<file path="config.mk">
export PLATFORM = sky130hd
export DESIGN_NAME = apb_req_master
export DESIGN_NICKNAME = d
export VERILOG_FILES = /design/src/rtl/apb_req_master.sv
export SDC_FILE = /design/constraint.sdc
export NUM_CORES = 1
export LEC_CHECK = 0
export CORE_AREA = 2 2 166 168
export DETAILED_ROUTE_END_ITERATION = 12
export DIE_AREA = 0 0 168 170
export PLACE_DENSITY = 0.68
export SETUP_SLACK_MARGIN = 0.5
export SYNTH_ARGS = -nofsm -noshare
export SYNTH_HDL_FRONTEND = slang
export SYNTH_SLANG_ARGS = --single-unit
</file>
<file path="constraint.sdc">
create_clock -name clk_i -period 2.3 [get_ports clk_i]
set_clock_uncertainty 0.2 [all_clocks]
set_input_delay 0.46 -clock clk_i [delete_from_list [all_inputs] [get_ports clk_i]]
set_output_delay 0.46 -clock clk_i [all_outputs]
set_load 0.005 [all_outputs]
</file>
<file path="src/rtl/apb_req_master.sv">
// Single-outstanding APB3 initiator: valid/ready request port in, one-hot decoded APB transfer out.
// Optional ACCESS-phase abort counter is built when APB_REQ_TIMEOUT_EN is defined.
module apb_req_master #(
  parameter int APB_ADDR_WIDTH = 12,
  parameter int APB_NUM_SLAVES = 8,
  parameter int TIMEOUT_CYCLES = 255
) (
  input  logic                                 clk_i,
  input  logic                                 rst_i,
  input  logic                                 req_valid_i,
  output logic                                 req_ready_o,
  input  logic [31:0]                          req_addr_i,
  input  logic                                 req_write_i,
  input  logic [31:0]                          req_wdata_i,
  output logic                                 rsp_valid_o,
  input  logic                                 rsp_ready_i,
  output logic [31:0]                          rsp_rdata_o,
  output logic                                 rsp_err_o,
  output logic                                 penable_o,
  output logic                                 pwrite_o,
  output logic [APB_ADDR_WIDTH-1:0]            paddr_o,
  output logic [APB_NUM_SLAVES-1:0]            psel_o,
  output logic [31:0]                          pwdata_o,
  input  logic [APB_NUM_SLAVES-1:0][31:0]      prdata_i,
  input  logic [APB_NUM_SLAVES-1:0]            pready_i,
  input  logic [APB_NUM_SLAVES-1:0]            pslverr_i
);

  localparam int IDX_W = (APB_NUM_SLAVES > 1) ? $clog2(APB_NUM_SLAVES) : 1;

  // Handshakes: a request transfers on a cycle where req_valid_i && req_ready_o,
  // a response on a cycle where rsp_valid_o && rsp_ready_i; payloads are stable while valid is high.
  typedef enum logic [1:0] {IDLE, SETUP, ACCESS, RESP} state_t;

  state_t                    state, state_d;
  logic [IDX_W-1:0]          idx_q, req_idx, sel_idx;
  logic                      handshake, decode_err, timeout_hit;
  logic                      req_ready_q, rsp_valid_q, penable_q, pwrite_q, rsp_err_q, err_d;
  logic [APB_NUM_SLAVES-1:0] psel_q, psel_d;
  logic [APB_ADDR_WIDTH-1:0] paddr_q;
  logic [31:0]               pwdata_q, rsp_rdata_q, rdata_d;

  assign req_idx    = req_addr_i[APB_ADDR_WIDTH +: IDX_W];
  assign decode_err = (32'(req_idx) >= 32'(APB_NUM_SLAVES)) ||
                      ((req_addr_i >> (APB_ADDR_WIDTH + IDX_W)) != 32'd0);
  // req_ready_q is only ever set while IDLE, so this is also the IDLE accept condition.
  assign handshake  = req_valid_i && req_ready_q;
  assign sel_idx    = (state == IDLE) ? req_idx : idx_q;

  always_comb begin
    state_d = state;
    rdata_d = rsp_rdata_q;
    err_d   = rsp_err_q;
    case (state)
      IDLE: begin
        if (handshake) begin
          if (decode_err) begin
            state_d = RESP;
            rdata_d = 32'd0;
            err_d   = 1'b1;
          end else begin
            state_d = SETUP;
          end
        end
      end
      SETUP: state_d = ACCESS;
      ACCESS: begin
        if (pready_i[idx_q]) begin
          state_d = RESP;
          err_d   = pslverr_i[idx_q];
          rdata_d = (pwrite_q || pslverr_i[idx_q]) ? 32'd0 : prdata_i[idx_q];
        end else if (timeout_hit) begin
          state_d = RESP;
          rdata_d = 32'd0;
          err_d   = 1'b1;
        end
      end
      RESP: begin
        if (rsp_ready_i) state_d = IDLE;
      end
      default: state_d = IDLE;
    endcase
  end

  always_comb begin
    psel_d = '0;
    if (state_d == SETUP || state_d == ACCESS) begin
      for (int i = 0; i < APB_NUM_SLAVES; i++) psel_d[i] = (sel_idx == IDX_W'(i));
    end
  end

  // All outputs are registered from the next state so no input reaches an output combinationally.
  always_ff @(posedge clk_i) begin
    if (rst_i) begin
      state       <= IDLE;
      req_ready_q <= 1'b0;
      rsp_valid_q <= 1'b0;
      penable_q   <= 1'b0;
      psel_q      <= '0;
      rsp_rdata_q <= 32'd0;
      rsp_err_q   <= 1'b0;
      idx_q       <= '0;
      paddr_q     <= '0;
      pwrite_q    <= 1'b0;
      pwdata_q    <= 32'd0;
    end else begin
      state       <= state_d;
      req_ready_q <= (state_d == IDLE);
      rsp_valid_q <= (state_d == RESP);
      penable_q   <= (state_d == ACCESS);
      psel_q      <= psel_d;
      rsp_rdata_q <= rdata_d;
      rsp_err_q   <= err_d;
      if (handshake && !decode_err) begin
        idx_q    <= req_idx;
        paddr_q  <= req_addr_i[APB_ADDR_WIDTH-1:0];
        pwrite_q <= req_write_i;
        pwdata_q <= req_wdata_i;
      end
    end
  end

`ifdef APB_REQ_TIMEOUT_EN
  logic [15:0] to_cnt;

  // Abort is decided in the ACCESS cycle that would make the count reach the limit; pready still wins.
  assign timeout_hit = (to_cnt == 16'(TIMEOUT_CYCLES - 1));

  always_ff @(posedge clk_i) begin
    if (rst_i || state != ACCESS) to_cnt <= 16'd0;
    else if (!pready_i[idx_q])    to_cnt <= to_cnt + 16'd1;
  end
`else
  logic [15:0] unused_timeout;
  assign unused_timeout = 16'(TIMEOUT_CYCLES);
  assign timeout_hit    = 1'b0;
`endif

  assign req_ready_o = req_ready_q;
  assign rsp_valid_o = rsp_valid_q;
  assign rsp_rdata_o = rsp_rdata_q;
  assign rsp_err_o   = rsp_err_q;
  assign penable_o   = penable_q;
  assign psel_o      = psel_q;
  assign paddr_o     = paddr_q;
  assign pwrite_o    = pwrite_q;
  assign pwdata_o    = pwdata_q;

endmodule
</file>
Yosys cells after proc, flatten, opt, wreduce, memory -nomap -nowiden
Cells that the tools add are included.
- bits in registers: 94
- bits of input ports: 341
- output and inout port bits: 89
- word-level logic and storage cells: 62
- $lt $le $gt $ge: 1
- equality and inequality tests: 16
- multiplexer cells: 21
- bitwise gates (word level): 1
- reductions and logical operators: 12
- operator list (kind ; number):
    $mux W32 ; 5
    $bmux W32 S3 ; 1
    $pmux W32 S2 ; 1
    $reduce_bool A32 Y1 ; 1
    $eq A3 B3 Y1 const B ; 4
    $eq A2 B2 Y1 const B ; 4
    $mux W2 ; 4
    $pmux W2 S4 ; 1
    $bmux W1 S3 ; 2
    $eq A3 B2 Y1 const B ; 2
    $ne A2 B2 Y1 const B ; 3
    $mux W1 ; 5
    $eq A2 B1 Y1 const B ; 2
    $logic_not A2 Y1 ; 2
    $lt A3 B4 Y1 const B ; 1
    $reduce_and A4 Y1 ; 1
    $eq A3 B1 Y1 const B ; 1
    $logic_not A3 Y1 ; 1
    $mux W3 ; 1
    $logic_and A1 B1 Y1 ; 2
    $logic_or A1 B1 Y1 ; 2
    $pmux W1 S2 ; 1
    $reduce_bool A2 Y1 ; 1
    $reduce_or A2 Y1 ; 1
    other kinds (2) ; 2

Depth between registers and ports, before layout
- word-level depth: 8
- depth in mapped cells: 12
- mapped depth without buffers: 8

Worst setup path before layout
Ideal clock, no wire load.
- path kind: register -> register
- start point: register idx_q[0]
- end point: register psel_q[4] (netlist: psel_o[4])
- setup time: 0.065 ns
- arrival time: 2.092 ns
- required time: 2.035 ns
- slack: -0.057 ns
- cell stages (with the launch flop): 13
- buffers on the path: 4
- period minus slack after synthesis: 2.357 ns
- cell sequence: dfxtp_1 buf_2 buf_4 buf_6 mux2i_1 nand2_1 nand3_1 buf_2 o221a_2 ha_1 nor2_1 nand2b_1 nor2_1
- cells in the longest elaborated chain, start to end: 8
- elaborated cells on any way between the ends: 11
- classes of those cells: eq/ne (3); mux (5); bitwise (1); reduce/logical (2)
- ends and longest elaborated chain (what ; line ; source):
    start: declaration ; 36 ; logic [IDX_W-1:0] idx_q, req_idx, sel_idx;
    start signal: assignment ; 115 ; idx_q <= req_idx;
    $bmux W1 S3 ; 68 ; if (pready_i[idx_q]) begin
    $mux W1 (not written as such) ; 68 ;
    $mux W2 ; 68 ;
    $pmux W2 S4 ; 54 ; case (state)
    $eq A2 B1 Y1 or $eq A2 B2 Y1 (tied branches) ; 87 ; if (state_d == SETUP || state_d == ACCESS) begin
    $logic_or A1 B1 Y1 ; 87 ;
    $not A1 Y1 (no source line) ; -- ;
    $reduce_or A2 Y1 (no source line) ; -- ;
    end signal: assignment ; 111 ; psel_q <= psel_d;
    end: declaration ; 39 ; logic [APB_NUM_SLAVES-1:0] psel_q, psel_d;
Parallel ways exist; a longest one is shown, timed or not. The select of a mux whose other input is x is not followed.
A chain may end at the register's enable or synchronous reset.

Final worst setup path
- start point: input req_addr_i[28]
- end point: register idx_q[1]
- cells in the longest elaborated chain, start to end: 3
- ends and longest elaborated chain (what ; line ; source):
    start: declaration ; 12 ; input logic [31:0] req_addr_i,
    $reduce_bool A32 Y1 ; 45 ; ((req_addr_i >> (APB_ADDR_WIDTH + IDX_W)) != 32'd0);
    $logic_not A1 Y1 ; 114 ; if (handshake && !decode_err) begin
    $logic_and A1 B1 Y1 ; 114 ;
Every way passes these cells.

==> results.py <==
metrics = {
    "cts": {
        "clk_pin_slew_ns": 0.08,
        "cts.sinks": 94,
        "clock_path_buffers": 2,
        "cts-buffers-inserted": 9,
        "root_buffer": "clkbuf_16",
        "clk_latency_ns": 0.35,
        "htree_num_levels": 3,
        "cts_hold_buf": 0,
        "cts_tree": "done",
    },
    "cells_and_area": {
        "drive_gt1_share_pct": 24.4,
        "fillers": 2536,
        "area_growth_pct": 107,
        "seq_area_mm2": 0.00191,
        "fin_nets": 1304,
        "fin_util_pct": 44.2,
        "fin_cells": 1307,
        "multi_input_area_mm2": 0.00386,
        "final_cell_area_mm2": 0.0118,
    },
    "floorplanning": {
        "dieArea_mm2": 0.0286,
        "die_w_um": 168,
        "start_util_pct": 21.4,
        "num_rows": 60,
        "die_h_um": 170,
        "ios": 430,
        "coreArea_mm2": 0.0267,
    },
    "timing": {
        "worst_pin_slew_ns": 0.499,
        "setup_violations": 1,
        "rsz0062_at_grt": "true",
        "clock.fmax_mhz": 432,
        "setup_ws_ns": -0.0123,
        "maxSlewHeadroom_pct": 66.7,
        "period_share_pct": 101,
        "fin_crit_ns": 2.31,
        "drv_slew": 0,
        "hold_viol_final": 0,
    },
    "routing": {
        "via_per_inst": 4.67,
        "drcViolationCount": 0,
        "firstDrtPassIters": 4,
        "drt_iter0_drc": 192,
        "finalWirelength_mm": 26.7,
        "vias": 6106,
        "ant_nets": 0,
        "wl_per_cell_um": 20.4,
    },
    "placed_design": {
        "routabilityCongestion": 0.834,
        "dpl_cell_area_mm2": 0.0105,
        "dpl.hpwl_mm": 19.6,
        "placed_cells": 1252,
        "port_buffers": 429,
    },
    "yosys": {
        "synth_top_area_cell": "dfxtp_1",
        "synth-edff-count": 0,
        "synth_most_common_cell": "dfxtp_1",
        "syn_nets": 852,
        "yosysTopAreaCellShare_pct": 33.0,
        "synthFlopType": "dfxtp_1",
        "async_flop_share_pct": 0,
        "synthTopCellsByCount": "dfxtp_1, mux2i_1, mux4_2",
        "synth.distinct_cells": 33,
        "yosysWarnings": 0,
        "syn-instance-count": 508,
        "synth_area_mm2": 0.00571,
        "synth-seq-cells": 94,
        "yosys-top-cells-area": "dfxtp_1, mux4_2, mux2i_1, a211o_1, nor2_1",
        "synth-seq-area-share_pct": 33.0,
        "synth.avg_cell_area_um2": 11.2,
    },
    "hold_path": {
        "hold_path.class": "flip-flop to flip-flop",
        "min_from": "rsp_rdata_o[27]",
    },
    "global_routing": {
        "grt_pass1_vias": 6422,
        "grt_pass1_wl_mm": 38.5,
        "antenna_found_initial": 1,
        "grt_max_degree": 70,
        "overflow": 0,
        "track_usage_pct": 17.8,
    },
    "critical_path": {
        "cp-start-kind": "input pin",
        "cp.arrival_ns": 2.35,
        "worstPathRequired_ns": 2.33,
        "cp-startpoint": "req_addr_i[28]",
        "crit_type": "input pin to flip-flop",
        "r2r_start": "idx_q[0]",
        "cp-end-kind": "flip-flop",
        "cp_max_fo": 6,
    },
    "status": {
        "status": "complete, but fails checks",
        "violations": "setup timing",
    },
    "run": {
        "drv_cap": 0,
    },
    "power_and_ir_drop": {
        "leakage_nw": 4.39,
        "ir_worst_vdd_mv": 0.307,
        "power.density_mw_per_mm2": 417,
    },
}
worst max-delay path, cell delays in order:
cell     delay, ns
buf_6         0.09
or4_4         0.53
nor4_4        0.22
buf_4         0.17
and3b_2       0.23
buf_4         0.12
buf_6         0.12
buf_12        0.13
mux2i_2       0.20
nor2_1        0.06
flip-flops by register name, indices dropped and copies added (netlist names):
name	count
pwdata_o	32
req_ready_o	1
rsp_rdata_o	32
paddr_o	12
rsp_valid_o	1
idx_q	3
pwrite_o	1
state	2
rsp_err_o	1
psel_o	8
penable_o	1
report_power, final:
part / switching [W] / leakage (nW) / internal [W]
clock: 0.000806 / 0.158 / 0.000885
combinational: 0.000561 / 3.46 / 0.000972
sequential: 0.0000227 / 0.768 / 0.00166
routing by layer:
layer  vias to the layer above  wire length (µm)  track usage, %
li1                       2861                 -               -
met1                      2914             10500            20.5
met2                       306             13300            31.9
met3                        25              2470            5.58
met4                         0               433            5.03
met5                         -                 0               0
worst paths after layout:
check | endpoint | slack (ns) | depth (start not counted)
setup reg to reg | rsp_rdata_o[22] | 0.14 | 7
hold / removal | rsp_rdata_o[27] | 0.26 | 2
hold reg to reg | rsp_rdata_o[27] | 0.26 | 2
setup / recovery | idx_q[1] | -0.01 | 10
cell families (layout without fill, tap and decap cells):
group	after synthesis	in the layout	synth area share, %
simple gates	121	121	9.97
compound gates	79	79	9.64
mux	153	153	40.9
other cells	0	1	0
flops	94	94	33.0
buf+inv	58	515	5.87
fa+ha+maj	3	3	0.658
cells in the final DEF, fill, tap and decap left out, types with 7 or more instances in the layout:
cell type | Yosys | layout
dfxtp_2 | 0 | 16
buf_4 | 10 | 22
a211o_1 | 35 | 34
clkdlybuf4s50_1 | 0 | 323
dfxtp_1 | 94 | 76
buf_16 | 0 | 14
nand3_2 | 0 | 26
mux2i_1 | 88 | 84
buf_12 | 3 | 15
a21oi_1 | 34 | 25
dlygate4sd2_1 | 0 | 94
mux4_2 | 64 | 64
nor2_1 | 62 | 54
a21oi_2 | 0 | 9
dlymetal6s2s_1 | 0 | 7
clkbuf_16 | 0 | 11
buf_6 | 1 | 13
per-stage QoR:
step | TNS (ns) | hold slack (ns) | total power [W] | worst slack (ns)
floorplan | 0 | 0.260 | 0.00213 | 0.0266
global placement | -49.32 | 0.250 | 0.00292 | -0.640
detailed placement | -51.43 | 0.260 | 0.00293 | -0.669
CTS | -5.53 | 0.267 | 0.00492 | -0.119
global route | -1.17 | 0.284 | 0.00514 | -0.0707
finish | -0.0123 | 0.261 | 0.00491 | -0.0123
repair_timing:
| item | 4_1_cts | 5_1_grt |
|---|---|---|
| cloned | 13 | 2 |
| setup endpoints to repair | 182 | 94 |
| setup buffers | 20 | 3 |
| pin swaps | 39 | 36 |
| endpoints found under the hold margin | 0 | 0 |
| resized for setup | 169 | 46 |
layout make-up:
cell class                 instances  share of cell area, %
tap                              341                   3.62
clock buffer                       9                   1.91
multi-input combinational        356                   32.8
antenna                            1                 0.0212
inverter                           4                  0.149
sequential                        94                   16.2
clock inverter                     7                  0.849
timing repair buffer             495                   44.5
No activity file was read; power rests on OpenSTA's default activity.
